`config.mk`:
```
export PLATFORM = sky130hd
export DESIGN_NAME = alu_hs
export DESIGN_NICKNAME = d
export VERILOG_FILES = /design/src/rtl/alu_hs_pkg.sv /design/src/rtl/alu_hs_mul.sv /design/src/rtl/alu_hs.sv
export SDC_FILE = /design/constraint.sdc
export NUM_CORES = 1
export LEC_CHECK = 0
export CAP_MARGIN = 0
export CORE_MARGIN = 2
export CORE_UTILIZATION = 55
export DETAILED_ROUTE_END_ITERATION = 8
export PLACE_DENSITY = 0.76
export REMOVE_ABC_BUFFERS = 1
export SETUP_SLACK_MARGIN = 0.02
export SLEW_MARGIN = 15
export SYNTH_ARGS = -nofsm -noshare
export SYNTH_HDL_FRONTEND = slang
export SYNTH_SLANG_ARGS = --single-unit
```
`constraint.sdc`:
```
create_clock -name clk -period 5 [get_ports clk]
set_input_delay 0.75 -clock clk [delete_from_list [all_inputs] [get_ports clk]]
set_output_delay 0.75 -clock clk [all_outputs]
set_load 0.01 [all_outputs]
```
`src/rtl/alu_hs_pkg.sv`:
```
// Shared opcodes and FSM state type for the handshaked ALU.
// Opcodes above OP_LAST are illegal and return an error result.
package alu_hs_pkg;

  localparam logic [3:0] OP_ADD  = 4'd0;
  localparam logic [3:0] OP_SUB  = 4'd1;
  localparam logic [3:0] OP_MUL  = 4'd2;
  localparam logic [3:0] OP_AND  = 4'd3;
  localparam logic [3:0] OP_OR   = 4'd4;
  localparam logic [3:0] OP_XOR  = 4'd5;
  localparam logic [3:0] OP_GT   = 4'd6;
  localparam logic [3:0] OP_LT   = 4'd7;
  localparam logic [3:0] OP_NOTA = 4'd8;
  localparam logic [3:0] OP_NOTB = 4'd9;
  localparam logic [3:0] OP_SHL  = 4'd10;
  localparam logic [3:0] OP_SHR  = 4'd11;
  localparam int         OP_LAST = 11;

  typedef enum logic {ST_IDLE, ST_MUL} state_e;

endpackage

```
`src/rtl/alu_hs_mul.sv`:
```
// Iterative shift-add multiplier: one bit of b per cycle, W cycles per product.
// done and prod are combinational so the caller captures the final iteration on the same edge.
module alu_hs_mul #(
  parameter int W = 8
) (
  input  logic           clk,
  input  logic           rst,
  input  logic           start,
  input  logic [W-1:0]   a,
  input  logic [W-1:0]   b,
  output logic           done,
  output logic [2*W-1:0] prod
);

  localparam int CW = $clog2(W + 1);

  logic [CW-1:0]  cnt_q;
  logic [2*W-1:0] acc_q;
  logic [2*W-1:0] mcand_q;
  logic [W-1:0]   mplier_q;

  always_ff @(posedge clk) begin
    if (rst) begin
      cnt_q    <= '0;
      acc_q    <= '0;
      mcand_q  <= '0;
      mplier_q <= '0;
    end else if (start) begin
      cnt_q    <= CW'(W);
      acc_q    <= '0;
      mcand_q  <= {{W{1'b0}}, a};
      mplier_q <= b;
    end else if (cnt_q != '0) begin
      cnt_q    <= cnt_q - CW'(1);
      acc_q    <= prod;
      mcand_q  <= mcand_q << 1;
      mplier_q <= mplier_q >> 1;
    end
  end

  // Partial sum including the current bit; on the last iteration this is the product.
  assign prod = acc_q + (mplier_q[0] ? mcand_q : '0);
  assign done = (cnt_q == CW'(1));

endmodule

```
`src/rtl/alu_hs.sv`:
```
// Handshaked ALU: valid/ready operand intake, registered 2W-bit result with z/c/err flags.
// Single-cycle ops complete in IDLE; MUL hands off to the iterative engine for W cycles.
module alu_hs
  import alu_hs_pkg::*;
#(
  parameter int W      = 8,
  parameter bit SIGNED = 1'b0
) (
  input  logic           clk,
  input  logic           rst,
  input  logic           in_valid,
  output logic           in_ready,
  input  logic [3:0]     op,
  input  logic [W-1:0]   a,
  input  logic [W-1:0]   b,
  output logic           out_valid,
  input  logic           out_ready,
  output logic [2*W-1:0] y,
  output logic           flag_z,
  output logic           flag_c,
  output logic           flag_err
);

  localparam int SW = $clog2(W);

  state_e         state_q, state_d;
  logic           out_valid_q, out_valid_d;
  logic [2*W-1:0] y_q, y_d;
  logic           z_q, z_d, c_q, c_d, err_q, err_d;

  logic           accept, deliver, mul_start, mul_done;
  logic [2*W-1:0] mul_prod, alu_y;
  logic           alu_c, alu_err;
  logic [W:0]     sum;
  logic [W-1:0]   diff, res_w;
  logic [SW-1:0]  shamt;
  logic           gt, lt;

  alu_hs_mul #(.W(W)) u_mul (
    .clk   (clk),
    .rst   (rst),
    .start (mul_start),
    .a     (a),
    .b     (b),
    .done  (mul_done),
    .prod  (mul_prod)
  );

  assign in_ready = (state_q == ST_IDLE) && (!out_valid_q || out_ready);
  assign accept   = in_valid && in_ready;
  assign deliver  = out_valid_q && out_ready;

  assign sum   = {1'b0, a} + {1'b0, b};
  assign diff  = a - b;
  assign shamt = b[SW-1:0];
  assign gt    = SIGNED ? ($signed(a) > $signed(b)) : (a > b);
  assign lt    = SIGNED ? ($signed(a) < $signed(b)) : (a < b);

  always_comb begin
    res_w   = '0;
    alu_c   = 1'b0;
    alu_err = 1'b0;
    case (op)
      OP_ADD:  alu_c = sum[W];
      OP_SUB:  begin res_w = diff; alu_c = (a < b); end
      OP_MUL:  res_w = '0;
      OP_AND:  res_w = a & b;
      OP_OR:   res_w = a | b;
      OP_XOR:  res_w = a ^ b;
      OP_GT:   res_w = {{(W-1){1'b0}}, gt};
      OP_LT:   res_w = {{(W-1){1'b0}}, lt};
      OP_NOTA: res_w = ~a;
      OP_NOTB: res_w = ~b;
      OP_SHL:  res_w = a << shamt;
      OP_SHR:  res_w = a >> shamt;
      default: alu_err = (int'(op) > OP_LAST);
    endcase
    // ADD is the only single-cycle op whose result is wider than W.
    alu_y = (op == OP_ADD) ? {{(W-1){1'b0}}, sum} : {{W{1'b0}}, res_w};
  end

  always_comb begin
    state_d     = state_q;
    out_valid_d = out_valid_q;
    y_d         = y_q;
    z_d         = z_q;
    c_d         = c_q;
    err_d       = err_q;
    mul_start   = 1'b0;
    if (deliver) out_valid_d = 1'b0;
    case (state_q)
      ST_IDLE: begin
        if (accept) begin
          if (op == OP_MUL) begin
            state_d   = ST_MUL;
            mul_start = 1'b1;
          end else begin
            out_valid_d = 1'b1;
            y_d         = alu_y;
            z_d         = (alu_y == '0);
            c_d         = alu_c;
            err_d       = alu_err;
          end
        end
      end
      ST_MUL: begin
        if (mul_done) begin
          state_d     = ST_IDLE;
          out_valid_d = 1'b1;
          y_d         = mul_prod;
          z_d         = (mul_prod == '0);
          c_d         = 1'b0;
          err_d       = 1'b0;
        end
      end
      default: state_d = ST_IDLE;
    endcase
  end

  always_ff @(posedge clk) begin
    if (rst) begin
      state_q     <= ST_IDLE;
      out_valid_q <= 1'b0;
      y_q         <= '0;
      z_q         <= 1'b0;
      c_q         <= 1'b0;
      err_q       <= 1'b0;
    end else begin
      state_q     <= state_d;
      out_valid_q <= out_valid_d;
      y_q         <= y_d;
      z_q         <= z_d;
      c_q         <= c_d;
      err_q       <= err_d;
    end
  end

  assign out_valid = out_valid_q;
  assign y         = y_q;
  assign flag_z    = z_q;
  assign flag_c    = c_q;
  assign flag_err  = err_q;

endmodule

```
* Yosys cells after proc, flatten, opt, wreduce, memory -nomap -nowiden *
Index checks and enable logic that the tools add are counted.

cells by class
  add/sub/neg operators = 4
  multiply operators = 0
  div/mod/pow operators = 0
  $lt $le $gt $ge = 3
  eq/ne operators = 15
  shift-type cells = 2
  multiplexer cells = 36
  bitwise gates (word level) = 6
  reductions and logical operators = 13

operators with widths
  kind                  count
  $pmux W8 S10          1
  $mux W16              4
  $logic_not A16 Y1     2
  $mux W8               4
  $pmux W16 S2          1
  $mux W1               17
  $add A16 B16 Y16      1
  $eq A4 B3 Y1 const B  4
  $eq A4 B4 Y1 const B  4
  $not A8 Y8            2
  $pmux W1 S2           6
  $reduce_or A11 Y1     1
  $add A8 B8 Y9         1
  $mux W9               1
  $and A8 B8 Y8         1
  $eq A4 B1 Y1 const B  2
  $eq A4 B2 Y1 const B  2
  $gt A8 B8 Y1          1
  $lt A8 B8 Y1          1
  $mux W4               2
  $or A8 B8 Y8          1
  $shl A8 B3 Y8         1
  $shr A8 B3 Y8         1
  $sub A8 B8 Y8         1
  14 further kinds      17

storage, ports and cells
  register bits after elaboration = 65
  latch bits = 0
  memory bits (writable) = 0
  bits in read-only memories = 0
  bits of input ports = 24
  output and inout port bits = 21
  logic and storage cells = 91
  memories kept = 0

* Logic depth before layout (Yosys ltp) *
Gate-level depths: netlist of run 1.

  depth in word-level cells = 7
  gate-level depth with buffers = 13
  depth with buffers taken out = 12

* Hierarchy *
From an unflattened synthesis of run 1, not the netlist that was laid out.

unflattened totals
  cell total of the unflattened synthesis = 769
  area, all modules = 5,723.0 µm²

by module, submodules not included
  module      instances  cells an instance  area each (µm²)
  alu_hs      1          407                2,991.6
  alu_hs_mul  1          362                2,731.4

* Worst setup path after synthesis of run 1 *
No wires, ideal clock.

  path type = in2reg
  start point = input port b[1]
  end point = register z_q, in the netlist flag_z
  setup time = 0.133 ns
  data arrival time = 2.875 ns
  required time = 4.867 ns
  path slack = 1.992 ns
  stages = 10
  path buffers = 0
  path through = clkinv_1 fa_1 nor3b_1 nor3_1 o211a_1 mux2_2 a41oi_1 nor3_1 a31oi_1 a211oi_2

between the ends
  cells in the longest elaborated chain, start to end = 7
  elaborated cells on any way between the ends = 16
  classes of those cells = 2 x add/sub; 2 x order compare; 2 x shift; 5 x mux; 4 x bitwise; 1 x reduce/logical

ends and longest elaborated chain
  item                                   RTL line       text
  start: declaration                     alu_hs.sv:15   input logic [W-1:0] b,
  $sub A8 B8 Y8 (tied with other cells)  alu_hs.sv:54   assign diff = a - b;
  $pmux W8 S10                           alu_hs.sv:63   case (op)
  $mux W9 (*)                            alu_hs.sv:79   alu_y = (op == OP_ADD) ? {{(W-1){1'b0}}, sum} : {{W{1'b0}}, res_w};
  $logic_not A16 Y1 (*)                  alu_hs.sv:100  z_d = (alu_y == '0);
  $mux W1 (*)                            alu_hs.sv:94   if (op == OP_MUL) begin
  $mux W1 (*)                            alu_hs.sv:93   if (accept) begin
  $pmux W1 S2 (*)                        alu_hs.sv:91   case (state_q)
  end signal: assignment                 alu_hs.sv:132  z_q <= z_d;
  end: declaration                       alu_hs.sv:29   logic z_q, z_d, c_q, c_d, err_q, err_d;

Every way passes the cells marked *; elsewhere a longest branch is shown, timed or not. The select of a mux whose other input is x is not followed.
A chain may end at the register's enable or synchronous reset.

* Worst setup path in the final report of run 1 *
Same ends and word-level chain as after synthesis.

==> results of run 1 <==
synth_stat cells (all sizes together), types with 4 or more instances:
library cell,instances,share of area
buf,17,0.017
a221oi,6,0.0096
o21ai,18,0.016
mux4,5,0.021
a311oi,16,0.026
dfxtp,65,0.24
o211ai,11,0.015
mux2i,11,0.020
nor2,62,0.042
nor2b,10,0.013
nor3b,7,0.0096
a31oi,4,0.0046
and3,4,0.0046
a2111oi,5,0.011
nand2b,16,0.018
o22ai,5,0.0057
nor3,24,0.022
a22oi,4,0.0055
ha,47,0.11
inv,34,0.023
xnor2,9,0.014
nor4,5,0.0068
a21oi,65,0.059
and2,19,0.022
nand3,23,0.021
a211oi,12,0.017
or3,4,0.0046
a211o,5,0.0080
o2111ai,4,0.0064
nand2,113,0.077
xor2,9,0.014
clkbuf,30,0.021
o21a,5,0.0068
registers in the layout, summed over array words and instances (netlist names):
name            cells
state_q             1
flag_z              1
flag_c              1
flag_err            1
y                  16
u_mul.mcand_q      16
u_mul.mplier_q      8
u_mul.acc_q        16
out_valid           1
u_mul.cnt_q         4
worst min path at each step:
stage,to
floorplan,u_mul.mcand_q[15]$_SDFFE_PP0P_
global placement,u_mul.mcand_q[15]$_SDFFE_PP0P_
detailed placement,y[5]$_SDFFE_PP0P_
CTS,y[5]$_SDFFE_PP0P_
global route,u_mul.acc_q[13]$_SDFFE_PP0P_
finish,y[5]$_SDFFE_PP0P_
final cells by class:
type | instances | area [um2] | area share
clock inverter | 7 | 83.8 | 0.0136
tap | 133 | 166 | 0.0270
timing repair buffer | 53 | 508 | 0.0825
inverter | 35 | 131 | 0.0213
clock buffer | 9 | 124 | 0.0201
sequential | 65 | 1300 | 0.211
multi-input combinational | 581 | 3850 | 0.624
cell families (layout without fill, tap and decap cells):
group,count (synthesis),in the layout,synth area share
mux,19,19,0.0467
buf+inv,82,104,0.0620
simple gates,300,300,0.259
compound gates,194,194,0.249
flops,65,65,0.237
fa+ha+maj,50,50,0.118
xor+xnor,18,18,0.0287
per-layer routing:
metal | part of all wire | track usage | up-vias
li1 | - | - | 2650
met1 | 0.44 | 0.400 | 2643
met5 | 0 | 0 | -
met3 | 0.052 | 0.0351 | 39
met2 | 0.48 | 0.509 | 209
met4 | 0.029 | 0.119 | 0
power by group through the flow:
stage                     Clock [mW]  Combinational (mW)  Sequential, mW
after floorplan                    0               0.416           0.594
after global placement             0               0.643           0.596
after detailed placement           0               0.656           0.600
after CTS                      0.492               0.659           0.588
after global routing           0.519               0.734           0.593
final                          0.490               0.665           0.588
stage by stage:
step           hold slack (ns)  utilization
6_report                 0.460        0.633
5_1_grt                  0.476        0.633
4_1_cts                  0.459        0.633
3_5_place_dp             0.449        0.612
3_3_place_gp             0.441        0.612
2_1_floorplan            0.432            -
critical path, stage by stage:
cell and delay [ns]:
clkdlybuf4s50_1 0.45, buf_4 0.25, clkinv_1 0.36, fa_1 0.54, nor3b_1 0.16, nor3_1 0.37, o211a_1 0.25, mux2_2 0.33
a41oi_1 0.21, nor3_1 0.08, a31oi_1 0.22, a211oi_2 0.09
==> results.yml, run 1 <==
sta:
  drv_slew: 0
  finalHoldViolCount: 0
  period_share: 0.768
  relSlewSlack: 0.265
  setup_viol: 0
  rsz0062_at_grt: "no"
  fin_tns_setup_ns: 0
  fmax_mhz: 260
  finClkSkew_ns: 0.0142
  min_period_ns: 3.84
  worst_pin_slew_ns: 1.10
  worst_slack_ns: 1.16
power:
  power_density_mw_per_mm2: 283
  p_clk_frac: 0.281
  power_frac_seq: 0.338
  p_int_mw: 1.02
  swShare: 0.418
  leakage_nw: 2.40
  irDropWorstVdd_mv: 0.223
  power.total_mw: 1.74
  p_switching_mw: 0.728
  p_comb_frac: 0.382
layout:
  finalInstanceArea_mm2: 0.00616
  mostFrequentLayoutCells: "113 x nand2_1, 65 x a21oi_1, 65 x dfxtp_1"
  final-instance-count-excl-fill: 883
  antenna_cells: 0
  layout_commonest_cell: "nand2_1"
  drive_gt1_frac: 0.0547
  final_nets: 819
  syn2layout_area_growth_pct: 12.3
  fillers: 863
logic_synthesis:
  yosysWarnings: 0
  ys.flop_type: "dfxtp_1"
  ys_seq_area_frac: 0.237
  synth_area_mm2: 0.00549
  async_flop_share: 0
  syn_inst: 728
  ys_ff_latch: 65
  synth.distinct_cells: 77
  syn_avg_cell_area_um2: 7.54
  synth_edf_count: 0
clock_network:
  cts_resized: 0
  cts_buffer_depth: 2
  cts_root_buf: "clkbuf_8"
  clkTransAtPathRegs_ns: 0.08
  postCtsSetupRepairBufs: 0
  cts_sinks: 65
  hold_buffers: 0
  htreeDepth: 3
  cts_made_buffers: 9
  cts_tree: "yes"
  insertion_delay_ns: 0.36
setup_path:
  critical_path.startpoint_type: "primary input"
  reg2regPathDepth: 12
  r2r-end: "flag_z$_SDFFE_PP0P_"
  ff2ff_setup_slack_ns: 1.69
  critPathRequiredTime_ns: 5.23
  critPathKind: "primary input to flop"
  critPathMaxFanout: 23
  endpoint: "flag_z$_SDFFE_PP0P_"
  r2r_start: "u_mul.mplier_q[0]$_SDFFE_PP0P_"
  worstPathArrival_ns: 4.07
  endpoint_kind: "flop"
  crit_start: "b[1]"
placement:
  placed_cells: 867
  placed_area_mm2: 0.00595
  gp_congestion: 0.935
  dp_slack_ns: 0.817
  hpwl_um: 12300
  io_buffers: 44
drt:
  drt_pre_antenna_iters: 5
  dr_total_vias: 5541
  drt_iter0_markers: 346
  drc_errors: 0
  wirelength_um: 16400
  final_antenna_net_count: 0
  viasPerCell: 6.28
  wl_per_cell_um: 18.6
die:
  initial_utilization: 0.564
  die-area_mm2: 0.0108
  core_area_mm2: 0.00973
  ioPinCount: 45
  die_h_um: 104
  rows: 36
  die_w_um: 104
grt:
  grt_pass1_wl_um: 26700
  grtUsageTotal: 0.304
  antenna_found_initial: 0
  gr-total-overflow: 0
  grt_max_degree: 40
  grt_pass1_vias: 5256
job:
  maxCapViolCount: 0
worst_hold_path:
  hold_path_depth: 2
  min_from: "y[5]$_SDFFE_PP0P_"
  hold_path_class: "flop to flop"
status:
  status: "completed"
Note: power is estimated with default switching activity, not from simulation.
==> run 2: changes to the inputs <==
CORE_UTILIZATION = 54   (was 55)
PLACE_DENSITY = 0.78   (was 0.76)
clock period = 3.1 ns   (was 5 ns; I/O delays follow)
==> results.yml, run 2 (synthesized netlist as in run 1, its figures left out) <==
placement:
  placed_area_mm2: 0.00661
  io_buffers: 44
  gp_congestion: 0.979
  dp_slack_ns: -0.332
  hpwl_um: 14300
sta:
  worst_pin_slew_ns: 0.597
  fmax_mhz: 317
  min_period_ns: 3.16
  period_share: 1.02
  rsz0062_at_grt: "yes"
  worst_slack_ns: -0.0586
  finClkSkew_ns: 0.0150
  setup_viol: 1
  relSlewSlack: 0.601
  drv_slew: 0
  finalHoldViolCount: 0
clock_network:
  clkTransAtPathRegs_ns: 0.08
  cts_root_buf: "clkbuf_8"
  hold_buffers: 0
  insertion_delay_ns: 0.36
  htreeDepth: 3
  cts_tree: "yes"
  cts_sinks: 65
  cts_made_buffers: 9
  cts_buffer_depth: 2
grt:
  grt_max_degree: 43
  gr-total-overflow: 0
  grt_pass1_vias: 5860
  grtUsageTotal: 0.335
  antenna_found_initial: 0
  grt_pass1_wl_um: 29600
setup_path:
  endpoint_kind: "flop"
  cp_top_family: "compound AO/OA/AOI/OAI gates"
  path_buf_inv: 1
  worstPathArrival_ns: 3.42
  critPathMaxFanout: 7
  path_cells: "and2_4 -> ha_4 -> inv_2 -> fa_2 -> nor2b_4 -> o31a_1 -> o221a_4 -> o41ai_4 -> mux2i_1 -> nor4bb_2 -> nand4_1 -> a211oi_2"
  critPathKind: "flop to flop"
  critical_path.startpoint_type: "flop"
  critPathRequiredTime_ns: 3.36
  max_stage_delay_ns: 0.41
  cp_slowest_cell: "o41ai_4"
die:
  die_h_um: 105
  ioPinCount: 45
  rows: 36
  die-area_mm2: 0.0110
  core_area_mm2: 0.00982
  die_w_um: 105
  initial_utilization: 0.559
drt:
  drc_errors: 0
  final_antenna_net_count: 0
  drt_pre_antenna_iters: 5
  dr_total_vias: 6032
  drt_iter0_markers: 454
  wl_per_cell_um: 19.0
  viasPerCell: 6.21
  wirelength_um: 18500
layout:
  drive_gt1_frac: 0.174
  final_nets: 908
  antenna_cells: 0
  finalInstanceArea_mm2: 0.00695
  layout_commonest_cell: "nand2_1"
  syn2layout_area_growth_pct: 26.7
  mostFrequentLayoutCells: "113 x nand2_1, 96 x buf_4, 64 x a21oi_1, 64 x dfxtp_1, 62 x nor2_1"
power:
  power_density_mw_per_mm2: 420
  leakage_nw: 2.89
  power.total_mw: 2.92
  irDropWorstVdd_mv: 0.482
job:
  maxCapViolCount: 0
status:
  violations: "negative setup slack"
  status: "finished, violations left"
worst_hold_path:
  hold_path_class: "flop to flop"
## run 2: per-stage QoR
stage / hold WS [ns] / std cells / utilization / TNS (ns)
4_1_cts: 0.453 / 967 / 0.696 / 0
3_3_place_gp: 0.441 / 951 / 0.673 / -0.596
6_report: 0.454 / 972 / 0.708 / -0.0586
3_5_place_dp: 0.444 / 951 / 0.673 / -1.01
2_1_floorplan: 0.432 / 681 / - / 0
5_1_grt: 0.489 / 972 / 0.708 / -0.144
## run 2: routing by layer
layer / track usage / up-vias / wire length [um]
li1: - / 2837 / -
met1: 0.434 / 2842 / 7720
met2: 0.562 / 292 / 8740
met3: 0.0449 / 61 / 1330
met4: 0.134 / 0 / 691
met5: 0 / - / 0
## run 2: what timing repair did
| action | CTS | global route |
|---|---|---|
| pin swaps | 2 | 15 |
| setup endpoints to repair | 1 | 5 |
| resized for setup | 4 | 21 |
| setup buffers | 0 | 5 |
## run 2: layout make-up
cell class / count / area [um2]
multi-input combinational: 581 / 3940
fill: 808 / 2870
sequential: 65 / 1310
timing repair buffer: 142 / 1210
tap: 133 / 166
inverter: 35 / 131
clock buffer: 9 / 124
clock inverter: 7 / 76.3
## run 2: tightest hold or removal path, stage by stage (launching register included)
cell     delay (ns)
dfxtp_1        0.31
nand2_1        0.05
a21oi_1        0.05
## run 2: path summary, 6_finish.rpt
check / endpoint / slack, ns / cells past startpoint / startpoint
worst max-delay path: flag_z$_SDFFE_PP0P_ / -0.06 / 12 / u_mul.mplier_q[0]$_SDFFE_PP0P_
worst min-delay path: y[4]$_SDFFE_PP0P_ / 0.45 / 2 / y[4]$_SDFFE_PP0P_
worst max register to register: flag_z$_SDFFE_PP0P_ / -0.06 / 12 / u_mul.mplier_q[0]$_SDFFE_PP0P_
worst min register to register: y[4]$_SDFFE_PP0P_ / 0.45 / 2 / y[4]$_SDFFE_PP0P_
## run 2: report_power, final
group          switching [mW]  internal [mW]
Clock                   0.372          0.378
Combinational           0.767          0.458
Sequential             0.0466          0.899
Total                    1.19           1.73
==> run 3: changes to the inputs <==
PLACE_DENSITY = 0.81   (was 0.78)
==> results.yml, run 3 (synthesized netlist as in run 1, its figures left out) <==
placement:
  hpwl_um: 14000
  gp_congestion: 0.980
  placed_area_mm2: 0.00656
  io_buffers: 44
  dp_slack_ns: -0.261
  placed_cells: 946
grt:
  gr-total-overflow: 0
  antenna_found_initial: 0
  grt_max_degree: 40
  grt_pass1_wl_um: 28300
  grtUsageTotal: 0.321
  grt_pass1_vias: 5592
sta:
  min_period_ns: 2.99
  finClkSkew_ns: 0.0142
  fmax_mhz: 334
  worst_pin_slew_ns: 0.658
  relSlewSlack: 0.550
  worst_slack_ns: 0.109
  finalHoldViolCount: 0
  setup_viol: 0
  period_share: 0.965
  drv_slew: 0
clock_network:
  insertion_delay_ns: 0.37
  clkTransAtPathRegs_ns: 0.09
  cts_tree: "yes"
  cts_root_buf: "clkbuf_8"
  hold_buffers: 0
  htreeDepth: 3
  cts_sinks: 65
  cts_made_buffers: 9
  cts_buffer_depth: 2
layout:
  syn2layout_area_growth_pct: 25.8
  final-instance-count-excl-fill: 967
  antenna_cells: 0
  final_nets: 903
  finalInstanceArea_mm2: 0.00690
  layout_commonest_cell: "nand2_1"
  drive_gt1_frac: 0.165
  mostFrequentLayoutCells: "113 x nand2_1, 90 x buf_4, 64 x a21oi_1, 64 x dfxtp_1, 62 x nor2_1"
  final_util: 0.703
drt:
  drt_iter0_markers: 384
  routed.top_layer: "met4"
  drt_pre_antenna_iters: 5
  dr_total_vias: 5999
  wl_met1_um: 7700
  final_antenna_net_count: 0
  wirelength_um: 18100
  wl_per_cell_um: 18.7
  viasPerCell: 6.20
  drc_errors: 0
  met2_length_um: 8670
  wl_met3_um: 1130
power:
  p_comb_frac: 0.420
  power_frac_seq: 0.316
  power.total_mw: 2.98
  p_clk_frac: 0.263
  irDropWorstVdd_mv: 0.429
  swShare: 0.406
  p_switching_mw: 1.21
  p_int_mw: 1.77
  power_density_mw_per_mm2: 432
  leakage_nw: 2.85
setup_path:
  endpoint_kind: "flop"
  critPathMaxFanout: 5
  critPathKind: "flop to flop"
  reg2regPathDepth: 12
  critPathRequiredTime_ns: 3.39
  critical_path.startpoint_type: "flop"
  worstPathArrival_ns: 3.28
worst_hold_path:
  hold_path_class: "flop to flop"
  hold_path_depth: 2
die:
  ioPinCount: 45
  initial_utilization: 0.559
  core_area_mm2: 0.00982
  die-area_mm2: 0.0110
  rows: 36
  die_w_um: 105
  die_h_um: 105
status:
  status: "completed"
job:
  maxCapViolCount: 0
-- run 3: worst paths after layout --
path / startpoint / endpoint / slack [ns]
max: u_mul.mplier_q[0]$_SDFFE_PP0P_ / flag_z$_SDFFE_PP0P_ / 0.11
min: y[4]$_SDFFE_PP0P_ / y[4]$_SDFFE_PP0P_ / 0.46
max reg2reg: u_mul.mplier_q[0]$_SDFFE_PP0P_ / flag_z$_SDFFE_PP0P_ / 0.11
min reg2reg: y[4]$_SDFFE_PP0P_ / y[4]$_SDFFE_PP0P_ / 0.46
-- run 3: timing repair --
action,in CTS,in global routing
hold endpoints to repair,0,0
endpoints found under the setup margin,0,2
setup buffers,0,5
resized for setup,0,22
-- run 3: power by group through the flow --
stage / clock (mW) / combinational (mW) / sequential [mW]
4_1_cts: 0.794 / 1.18 / 0.942
6_report: 0.784 / 1.25 / 0.942
2_1_floorplan: 0 / 0.670 / 0.959
5_1_grt: 0.828 / 1.36 / 0.950
3_3_place_gp: 0 / 1.14 / 0.957
3_5_place_dp: 0 / 1.17 / 0.961
-- run 3: layout make-up --
cell class | instances | area [um2]
clock buffer | 9 | 124
sequential | 65 | 1300
tap | 133 | 166
fill | 848 | 2920
clock inverter | 7 | 83.8
multi-input combinational | 581 | 3930
timing repair buffer | 137 | 1160
inverter | 35 | 131
-- run 3: metal layers --
| metal | up-vias | track usage |
|---|---|---|
| li1 | 2814 | - |
| met1 | 2857 | 0.413 |
| met2 | 278 | 0.542 |
| met5 | - | 0 |
| met3 | 50 | 0.0468 |
| met4 | 0 | 0.126 |
-- run 3: metrics by stage --
stage	setup TNS (ns)	hold WS, ns
2_1_floorplan	0	0.432
3_3_place_gp	-0.518	0.440
3_5_place_dp	-0.822	0.447
4_1_cts	0	0.459
5_1_grt	-0.0444	0.474
6_report	0	0.459
-- run 3: critical path, stage by stage (launching register included) --
cell	delay (ns)
dfxtp_2	0.35
and2_1	0.16
ha_2	0.20
inv_2	0.07
fa_2	0.23
nor2b_4	0.05
o31a_1	0.26
o221a_2	0.28
o41ai_4	0.40
mux2i_1	0.28
nor4bb_4	0.24
nand4_1	0.17
a211oi_2	0.21
